$ cat config.mk
export PLATFORM = sky130hd
export DESIGN_NAME = regime_ctrl
export DESIGN_NICKNAME = d
export VERILOG_FILES = /design/src/rtl/regime_ctrl.sv
export SDC_FILE = /design/constraint.sdc
export NUM_CORES = 1
export LEC_CHECK = 0
export CAP_MARGIN = 20
export CELL_PAD_IN_SITES_DETAIL_PLACEMENT = 1
export CELL_PAD_IN_SITES_GLOBAL_PLACEMENT = 1
export CORE_ASPECT_RATIO = 1.1
export CORE_MARGIN = 4
export CORE_UTILIZATION = 38
export DETAILED_ROUTE_END_ITERATION = 8
export GPL_ROUTABILITY_DRIVEN = 0
export PLACE_DENSITY = 0.84
export SYNTH_ARGS = -nofsm -noshare
export SYNTH_HDL_FRONTEND = slang
export SYNTH_SLANG_ARGS = --single-unit
$ cat constraint.sdc
create_clock -name clk -period 2.4 [get_ports clk]
set_input_delay 0.72 -clock clk [delete_from_list [all_inputs] [get_ports clk]]
set_output_delay 0.72 -clock clk [all_outputs]
set_load 0.01 [all_outputs]
$ cat src/rtl/regime_ctrl.sv
// regime_ctrl: sequences the s/y datapath registers through
// countdown, per-channel count and all-channel update regimes.
module regime_ctrl #(
    parameter int N_CH     = 4,
    parameter int CH_W     = 2,
    parameter int VAL_W    = 4,
    parameter int DWELL    = 3,
    parameter int CD_START = 6,
    parameter int CD_STEP  = 2
) (
    input  logic             clk,
    input  logic             rst,
    input  logic [1:0]       i_mode,
    input  logic             i_start,
    input  logic [CH_W-1:0]  i_ch_sel,
    input  logic             i_carry,
    output logic [1:0]       o_regime,
    output logic             o_active,
    output logic [CH_W-1:0]  o_ch,
    output logic             o_s_en,
    output logic [1:0]       o_s_op,
    output logic [VAL_W-1:0] o_s_val,
    output logic             o_y_en,
    output logic [1:0]       o_y_sel,
    output logic             o_done
);

    localparam logic [3:0] S_OFF     = 4'd0;
    localparam logic [3:0] S_ARM     = 4'd1;
    localparam logic [3:0] S_CD_LOAD = 4'd2;
    localparam logic [3:0] S_CD_HOLD = 4'd3;
    localparam logic [3:0] S_CD_STEP = 4'd4;
    localparam logic [3:0] S_CD_END  = 4'd5;
    localparam logic [3:0] S_CNT     = 4'd6;
    localparam logic [3:0] S_UPD_X   = 4'd7;
    localparam logic [3:0] S_UPD_NXT = 4'd8;
    localparam logic [3:0] S_UPD_CLR = 4'd9;

    localparam int DW_W = $clog2(DWELL + 1);

    localparam logic [VAL_W-1:0] W_START = VAL_W'(CD_START);
    localparam logic [VAL_W-1:0] W_STEP  = VAL_W'(CD_STEP);
    localparam logic [CH_W-1:0]  LAST_CH = CH_W'(N_CH - 1);
    localparam logic [DW_W-1:0]  DW_RLD  = DW_W'(DWELL - 1);

    localparam logic [1:0] OP_LOAD = 2'd1;
    localparam logic [1:0] OP_ADD  = 2'd2;
    localparam logic [1:0] OP_SUB  = 2'd3;

    logic [3:0]       r_state;
    logic [VAL_W-1:0] r_cd_val;
    logic [DW_W-1:0]  r_dwell;
    logic [CH_W-1:0]  r_ch;

    logic [CH_W-1:0]  w_ch_clamp;
    logic [VAL_W-1:0] w_sub;

    // Out-of-range channel requests pin to the last channel; the
    // final step shrinks so the countdown lands on zero exactly.
    always_comb begin
        w_ch_clamp = (i_ch_sel > LAST_CH) ? LAST_CH : i_ch_sel;
        w_sub      = (r_cd_val < W_STEP) ? r_cd_val : W_STEP;
    end

    // Regime state, countdown value, dwell timer and channel pointer.
    always_ff @(posedge clk or posedge rst) begin
        if (rst) begin
            r_state  <= S_OFF;
            r_cd_val <= '0;
            r_dwell  <= '0;
            r_ch     <= '0;
        end else begin
            case (r_state)
                S_OFF: begin
                    case (i_mode)
                        2'd1: r_state <= S_ARM;
                        2'd2: begin
                            r_state <= S_CNT;
                            r_ch    <= w_ch_clamp;
                        end
                        2'd3: begin
                            r_state <= S_UPD_X;
                            r_ch    <= '0;
                        end
                        default: r_state <= S_OFF;
                    endcase
                end
                S_ARM: begin
                    if (i_start)
                        r_state <= S_CD_LOAD;
                    else if (i_mode == 2'd0)
                        r_state <= S_OFF;
                end
                S_CD_LOAD: begin
                    r_cd_val <= W_START;
                    r_dwell  <= DW_RLD;
                    r_state  <= S_CD_HOLD;
                end
                S_CD_HOLD: begin
                    if (r_dwell == '0)
                        r_state <= (r_cd_val == '0) ? S_CD_END
                                                    : S_CD_STEP;
                    else
                        r_dwell <= r_dwell - DW_W'(1);
                end
                S_CD_STEP: begin
                    r_cd_val <= r_cd_val - w_sub;
                    r_dwell  <= DW_RLD;
                    r_state  <= S_CD_HOLD;
                end
                S_CD_END: r_state <= S_OFF;
                S_CNT: begin
                    if (!i_start)
                        r_state <= S_OFF;
                end
                S_UPD_X:   r_state <= S_UPD_NXT;
                S_UPD_NXT: r_state <= S_UPD_CLR;
                S_UPD_CLR: begin
                    if (r_ch == LAST_CH) begin
                        r_ch    <= '0;
                        r_state <= S_OFF;
                    end else begin
                        r_ch    <= r_ch + CH_W'(1);
                        r_state <= S_UPD_X;
                    end
                end
                default: r_state <= S_OFF;
            endcase
        end
    end

    // Strobe decode: only the count regime looks at live inputs.
    always_comb begin
        o_regime = 2'd0;
        o_active = 1'b0;
        o_ch     = '0;
        o_s_en   = 1'b0;
        o_s_op   = 2'd0;
        o_s_val  = '0;
        o_y_en   = 1'b0;
        o_y_sel  = 2'd0;
        o_done   = 1'b0;
        case (r_state)
            S_ARM: o_regime = 2'd1;
            S_CD_LOAD: begin
                o_regime = 2'd1;
                o_active = 1'b1;
                o_s_en   = 1'b1;
                o_s_op   = OP_LOAD;
                o_s_val  = W_START;
            end
            S_CD_HOLD: begin
                o_regime = 2'd1;
                o_active = 1'b1;
            end
            S_CD_STEP: begin
                o_regime = 2'd1;
                o_active = 1'b1;
                o_s_en   = 1'b1;
                o_s_op   = OP_SUB;
                o_s_val  = w_sub;
            end
            S_CD_END: begin
                o_regime = 2'd1;
                o_active = 1'b1;
                o_s_en   = 1'b1;
                o_s_op   = OP_LOAD;
                o_s_val  = W_START;
                o_done   = 1'b1;
            end
            S_CNT: begin
                o_regime = 2'd2;
                o_ch     = r_ch;
                if (i_start) begin
                    o_s_en  = 1'b1;
                    o_s_op  = OP_ADD;
                    o_s_val = VAL_W'(1);
                    if (i_carry) begin
                        o_y_en  = 1'b1;
                        o_y_sel = 2'd1;
                    end
                end
            end
            S_UPD_X: begin
                o_regime = 2'd3;
                o_ch     = r_ch;
                o_y_en   = 1'b1;
                o_y_sel  = 2'd0;
            end
            S_UPD_NXT: begin
                o_regime = 2'd3;
                o_ch     = r_ch;
                o_y_en   = 1'b1;
                o_y_sel  = 2'd2;
            end
            S_UPD_CLR: begin
                o_regime = 2'd3;
                o_ch     = r_ch;
                o_s_en   = 1'b1;
                o_s_op   = OP_LOAD;
                o_s_val  = '0;
                o_done   = (r_ch == LAST_CH);
            end
            default: o_regime = 2'd0;
        endcase
    end

endmodule

==> results.md <==
- Outcome: finished, final reports clean
- TritonCTS Buffers: 3
- Largest net degree at the start of global routing: 16
- Vias: 1197
- Clock Tree Root: clkbuf_4
- Fillers: 311
- Routed wire length: 3712 um
- Max_cap viols: 0
- Hold_buf cts: 0
- Pre-CTS setup slack: -558.3 ps
- Worst endpoint required time: 1680 ps
- Register area share after synthesis: 29.45%
- Synth cell types: 42
- Leading area contributor after synthesis: dfrtp_1
- Commonest non-fill, non-tap cell in the layout: buf_4
- Nets@finish: 190
- R2r setup slk: 700 ps
- Final Max Tran Viols: 0
- Clk_skew: 4.957 ps
- Worst-path clk slew: 90 ps
- Core area: 0.002544 mm^2
- Crit. End Element: output port
- Post-Synthesis Cell Area: 0.001020 mm^2
- Met1 usage: 22.76%
- Peak VDD IR: 764.7 uV
- Clock tree buffer depth: 2
- Syn_nets: 144
- Largest stage delay, worst path: 470 ps
- Hold Fails Final Rpt: 0
- # setup viols final: 0
- Slowest cell on the critical path: dfrtp_2
- Critical path startpoint category: flop
- Met3 Track Usage GR: 3.727%
- IO Count: 24
- Highest clock rate: 417.1 MHz
- Die span in y: 62.33 um
- Largest cells by area after synthesis: dfrtp_1 29%, a21oi_1 6.4%, nor2_1 5.5%
- Gr usage total: 20.46%
- H-Tree Depth: 1
- Cells after Synth: 133
- Initial antenna violation count: 0
- Starting density of the core: 40.09%
- GRT Max-Usage Layer: met2
- Share of cells above drive strength 1: 30.90%
- DPL Wire Length: 2516 um
- Area growth syn-to-layout: 45.40%
- Vias in the first global route: 1280
- Top-area cell type share of the netlist area: 29.45%
- M2 GR Usage: 37.43%
- PwrDens: 1294 mW/mm^2
- Global-route wire length before repair: 5837 um
- Worst path cell trace: clkbuf_4 -> nor2b_4 -> nor2_1 -> o21ai_0 -> clkdlybuf4s15_1
- Pleak: 0.6823 nW
- PnR Total Power: 1.919 mW
- Ys async rst share: 100.0%
- Die W: 57.39 um
- Row count: 19
- DRC: 0
- Worst Max-Slew Pin Slew: 527.2 ps
- Avg Vias per Cell: 5.727
- Synth warn: 0
- Crit-path max FO: 6
- CP arrival: 1680 ps
- Initial DRC Count: 28
- Die ar.: 0.003577 mm^2
- Commonest cells after routing, fill and taps aside: 29 x buf_4, 13 x nor2_1, 12 x nand2_1
- WL/cell: 17.76 um
- PortBufs: 22
- Worst skew pair latency: 290 ps
- Worst Hold Class: reg -> reg
- Top FF cell, synth: dfrtp_1
- Synth Area per Inst: 7.667 um^2
- Seq cells post-synth: 12
- Post-synth EDFFs: 0
- CTS sink cnt: 12
- Grt ovf: 0
- Drt first pass iters: 4
- Detail Route Antenna Nets: 0
- Tmin final: 2397 ps
- CP Class: reg -> out
- Slew margin rel.: 64.82%
- TritonCTS clock tree: built
- Final worst setup slack: 2.540 ps
- Period Utilization, post-route: 99.89%
- Number of diodes: 0
[synth_stat cells (all sizes together) (2+ instances only)]
cell type   n
a21oi      13
o32ai       3
o22ai       3
conb        2
nand3       4
nor3        3
nand2b      4
ha          3
nor2       16
inv         6
or2         2
buf        10
and2        2
a31oi       2
dfrtp      12
a32oi       3
a21boi      2
or3b        3
o21ai      10
nor2b       5
nand2      12
[layout make-up]
cell class / count / area, um^2 / share of cell area, %
multi-input combinational: 104 / 661.9 / 44.64
clock buffer: 4 / 36.28 / 2.447
tap: 31 / 38.79 / 2.616
timing repair buffer: 52 / 417.9 / 28.19
inverter: 6 / 22.52 / 1.519
sequential: 12 / 305.3 / 20.59
[worst max-delay path, delay by kind of cell, from the launching register on]
kind | cells | cell delay (ps)
compound gates | 1 | 190
simple gates | 2 | 260
flops | 1 | 470
buf+inv | 2 | 470
[logic make-up (layout without fill, tap and decap cells)]
group,after synthesis,after routing,synth area share (%)
buffers and inverters,17,62,8.465
AOI/OAI and AO/OA,44,44,29.08
other,2,2,0.7365
adders and majority gates,3,3,3.681
DFF,12,12,29.45
and+or+nand+nor,52,52,25.89
muxes,1,1,0.9816
xor gates and xnor gates,2,2,1.718
[where the power goes]
group,internal (mW),switching (mW)
Combinational,0.649,0.731
Clock,0.0926,0.0857
Sequential,0.275,0.0867
[timing repair]
action | CTS | global route
gates resized for setup | 35 | 14
setup endpoints to repair | 15 | 8
endpoints found under the hold margin | 0 | 0
buffers inserted | 5 | 3
[registers in the layout, indices dropped and copies added (netlist names)]
register	flops
r_state	4
r_cd_val	4
r_dwell	2
r_ch	2
[worst paths after layout]
| check | cells after the start | endpoint | from |
|---|---|---|---|
| worst max-delay path | 5 | o_s_op[0] | r_state[1] |
| worst min-delay path | 1 | r_dwell[1] | r_dwell[1] |
| worst max register to register | 6 | r_ch[0] | r_state[3] |
| worst min register to register | 1 | r_dwell[1] | r_dwell[1] |
| max in group asynchronous | 2 | r_state[3] | rst |
| min in group asynchronous | 2 | r_cd_val[2] | rst |
[per-layer routing]
metal	share of wire (%)	routed length, um
met1	41	1531
met2	52	1946
met3	3.5	129
met4	2.8	104
met5	0	0
[through the flow]
stage          instances  TNS (ps)  utilization, %  cell area [um^2]  hold WS [ps]
6_report             209         0           58.29              1483         538.6
5_1_grt              209    -154.0           58.29              1483         561.9
4_1_cts              206         0           57.06              1451         533.7
3_5_place_dp         197     -2739           54.25              1380         507.5
3_3_place_gp         197     -2264           54.25              1380         497.8
2_1_floorplan        133         0               -              1020         478.6
(Power assumes the default switching activity.)
==> edit, RTL diff (same flow settings) <==
The parameter `CD_START` goes from 6 to 5.
--- a/src/rtl/regime_ctrl.sv
+++ b/src/rtl/regime_ctrl.sv
@@ -7,3 +7,3 @@
     parameter int DWELL    = 3,
-    parameter int CD_START = 6,
+    parameter int CD_START = 5,
     parameter int CD_STEP  = 2
Check against the original RTL: not equivalent (Yosys sat finds a counterexample within 4 cycles, from zero or initial values and one cycle with rst high).
==> edit against the unedited design <==
  * Clock skew increased by 0.0053 ns
  * Area after synthesis increased by 1.7%
  * Design area decreased by 0.51%
  * Sequential share of layout area decreased by 0.23 points
  * Routed wire length increased by 3.0%
  * Critical path depth unchanged
  * Sequential cell count unchanged
  * Sequential power decreased by 9.7%
  * Global-route usage increased by 1.7 points
  * Power decreased by 0.87%
  * Worst setup slack improved by 0.040 ns
  * First-iteration DRC count unchanged
  * Largest power group unchanged
==> edit: results (changes against the unedited design) <==
metric	value	unit	change
power_frac_clock	8.9	%	was 9.3%
grt_max_degree	13		was 16
max-vdd-ir-drop	662.6	µV	was 764.7 µV
status	finished, final reports clean		unchanged
drive_gt1_share	30.41	%	was 30.90%
path_max_fanout	7		was 6
synthAdderAreaFrac	3.619	%	was 3.681%
clockBufferDepth	2		unchanged
placedCellCount	198		was 197
syn_nets	147		was 144
synth_compound_area_share	27.50	%	was 29.08%
syn_inst	136		was 133
synthTopCellsByCount	a21oi_1 (12), dfrtp_1 (12), clkbuf_1 (11), nand2_1 (11), nor2_1 (11)		was nor2_1 (15), a21oi_1 (13), dfrtp_1 (12), nand2_1 (12), o21ai_0 (10)
fin_skew	0.01023	ns	was 0.004957 ns
arrival	1.64	ns	was 1.68 ns
synth-xor-area-share	1.689	%	was 1.718%
crit_slowest_cell	dfrtp_1		was dfrtp_2
yosysSeqAreaShare	28.95	%	was 29.45%
power_frac_seq	17.2	%	was 18.8%
grt.total_usage	22.21	%	was 20.46%
vias_per_cell	5.797		was 5.727
power	1.903	mW	was 1.919 mW
wl_per_cell	18.93	µm	was 17.76 µm
grt_pass1_vias	1251		was 1280
nets	183		was 190
placed_area	0.001418	mm²	was 0.001380 mm²
slowest_delay	0.40	ns	was 0.47 ns
wirelength	3.823	mm	was 3.712 mm
post-dp-hpwl	2.911	mm	was 2.516 mm
worst_pin_slew	0.5123	ns	was 0.5272 ns
grt_pass1_wl	6.272	mm	was 5.837 mm
place_ws	-0.5193	ns	was -0.5583 ns
p_leak	0.6894	nW	was 0.6823 nW
p_sw	0.9007	mW	was 0.9029 mW
ys_top_cells_by_area	dfrtp_1 (29%), a21oi_1 (5.8%), nand2b_1 (5.4%), clkbuf_1 (4.0%), nand2_1 (4.0%)		was dfrtp_1 (29%), a21oi_1 (6.4%), nor2_1 (5.5%), o21ai_0 (4.9%), nand2_1 (4.4%)
drt_first_pass_iters	4		unchanged
muxShareOfSynthArea	5.308	%	was 0.9816%
cts_inserted_buffers	3		unchanged
edit: cell families (layout without fill, tap and decap cells):
| family | after synthesis | after routing |
|---|---|---|
| adders and majority gates | 3 | 3 |
| and+or+nand+nor | 50 | 50 |
| muxes | 5 | 5 |
| buffers and inverters | 18 | 53 |
| xor gates and xnor gates | 2 | 2 |
| other | 2 | 2 |
| AOI/OAI and AO/OA | 44 | 44 |
| DFF | 12 | 12 |
edit: path summary, 6_finish.rpt:
| check | from | end | slack [ns] | depth (start not counted) |
|---|---|---|---|---|
| max | r_state[1] | o_regime[0] | 0.04 | 5 |
| min | r_ch[1] | r_ch[1] | 0.56 | 1 |
| max reg2reg | r_state[1] | r_state[2] | 0.45 | 7 |
| min reg2reg | r_ch[1] | r_ch[1] | 0.56 | 1 |
| max in group asynchronous | rst | r_cd_val[2] | 1.28 | 2 |
| min in group asynchronous | rst | r_state[1] | 0.77 | 2 |
edit: cell type report:
cell class                      count  area (µm²)
Fill cell                         311        1069
Multi-Input combinational cell    106       721.9
Timing Repair Buffer               43       355.3
Sequential cell                    12       300.3
Tap cell                           31       38.79
Clock buffer                        4       36.28
Inverter                            6       22.52
edit: critical path, delay by kind of cell (launching register included):
family / cells / cell delay (ns)
DFF: 1 / 0.40
buffers and inverters: 3 / 0.47
and+or+nand+nor: 1 / 0.30
AOI/OAI and AO/OA: 1 / 0.19
edit: per-layer routing:
metal  track usage [%]  share of wire [%]  vias to the layer above
li1                  -                  -                      549
met1             27.31                 41                      592
met2             39.55                 54                       26
met3             2.479                3.6                        4
met4             6.667                1.2                        0
met5                 0                  0                        -
edit: repair_timing:
action                     CTS  global route
gates resized for setup     46            15
setup buffers                0             0
pin swaps                    0             1
setup endpoints to repair   15             8
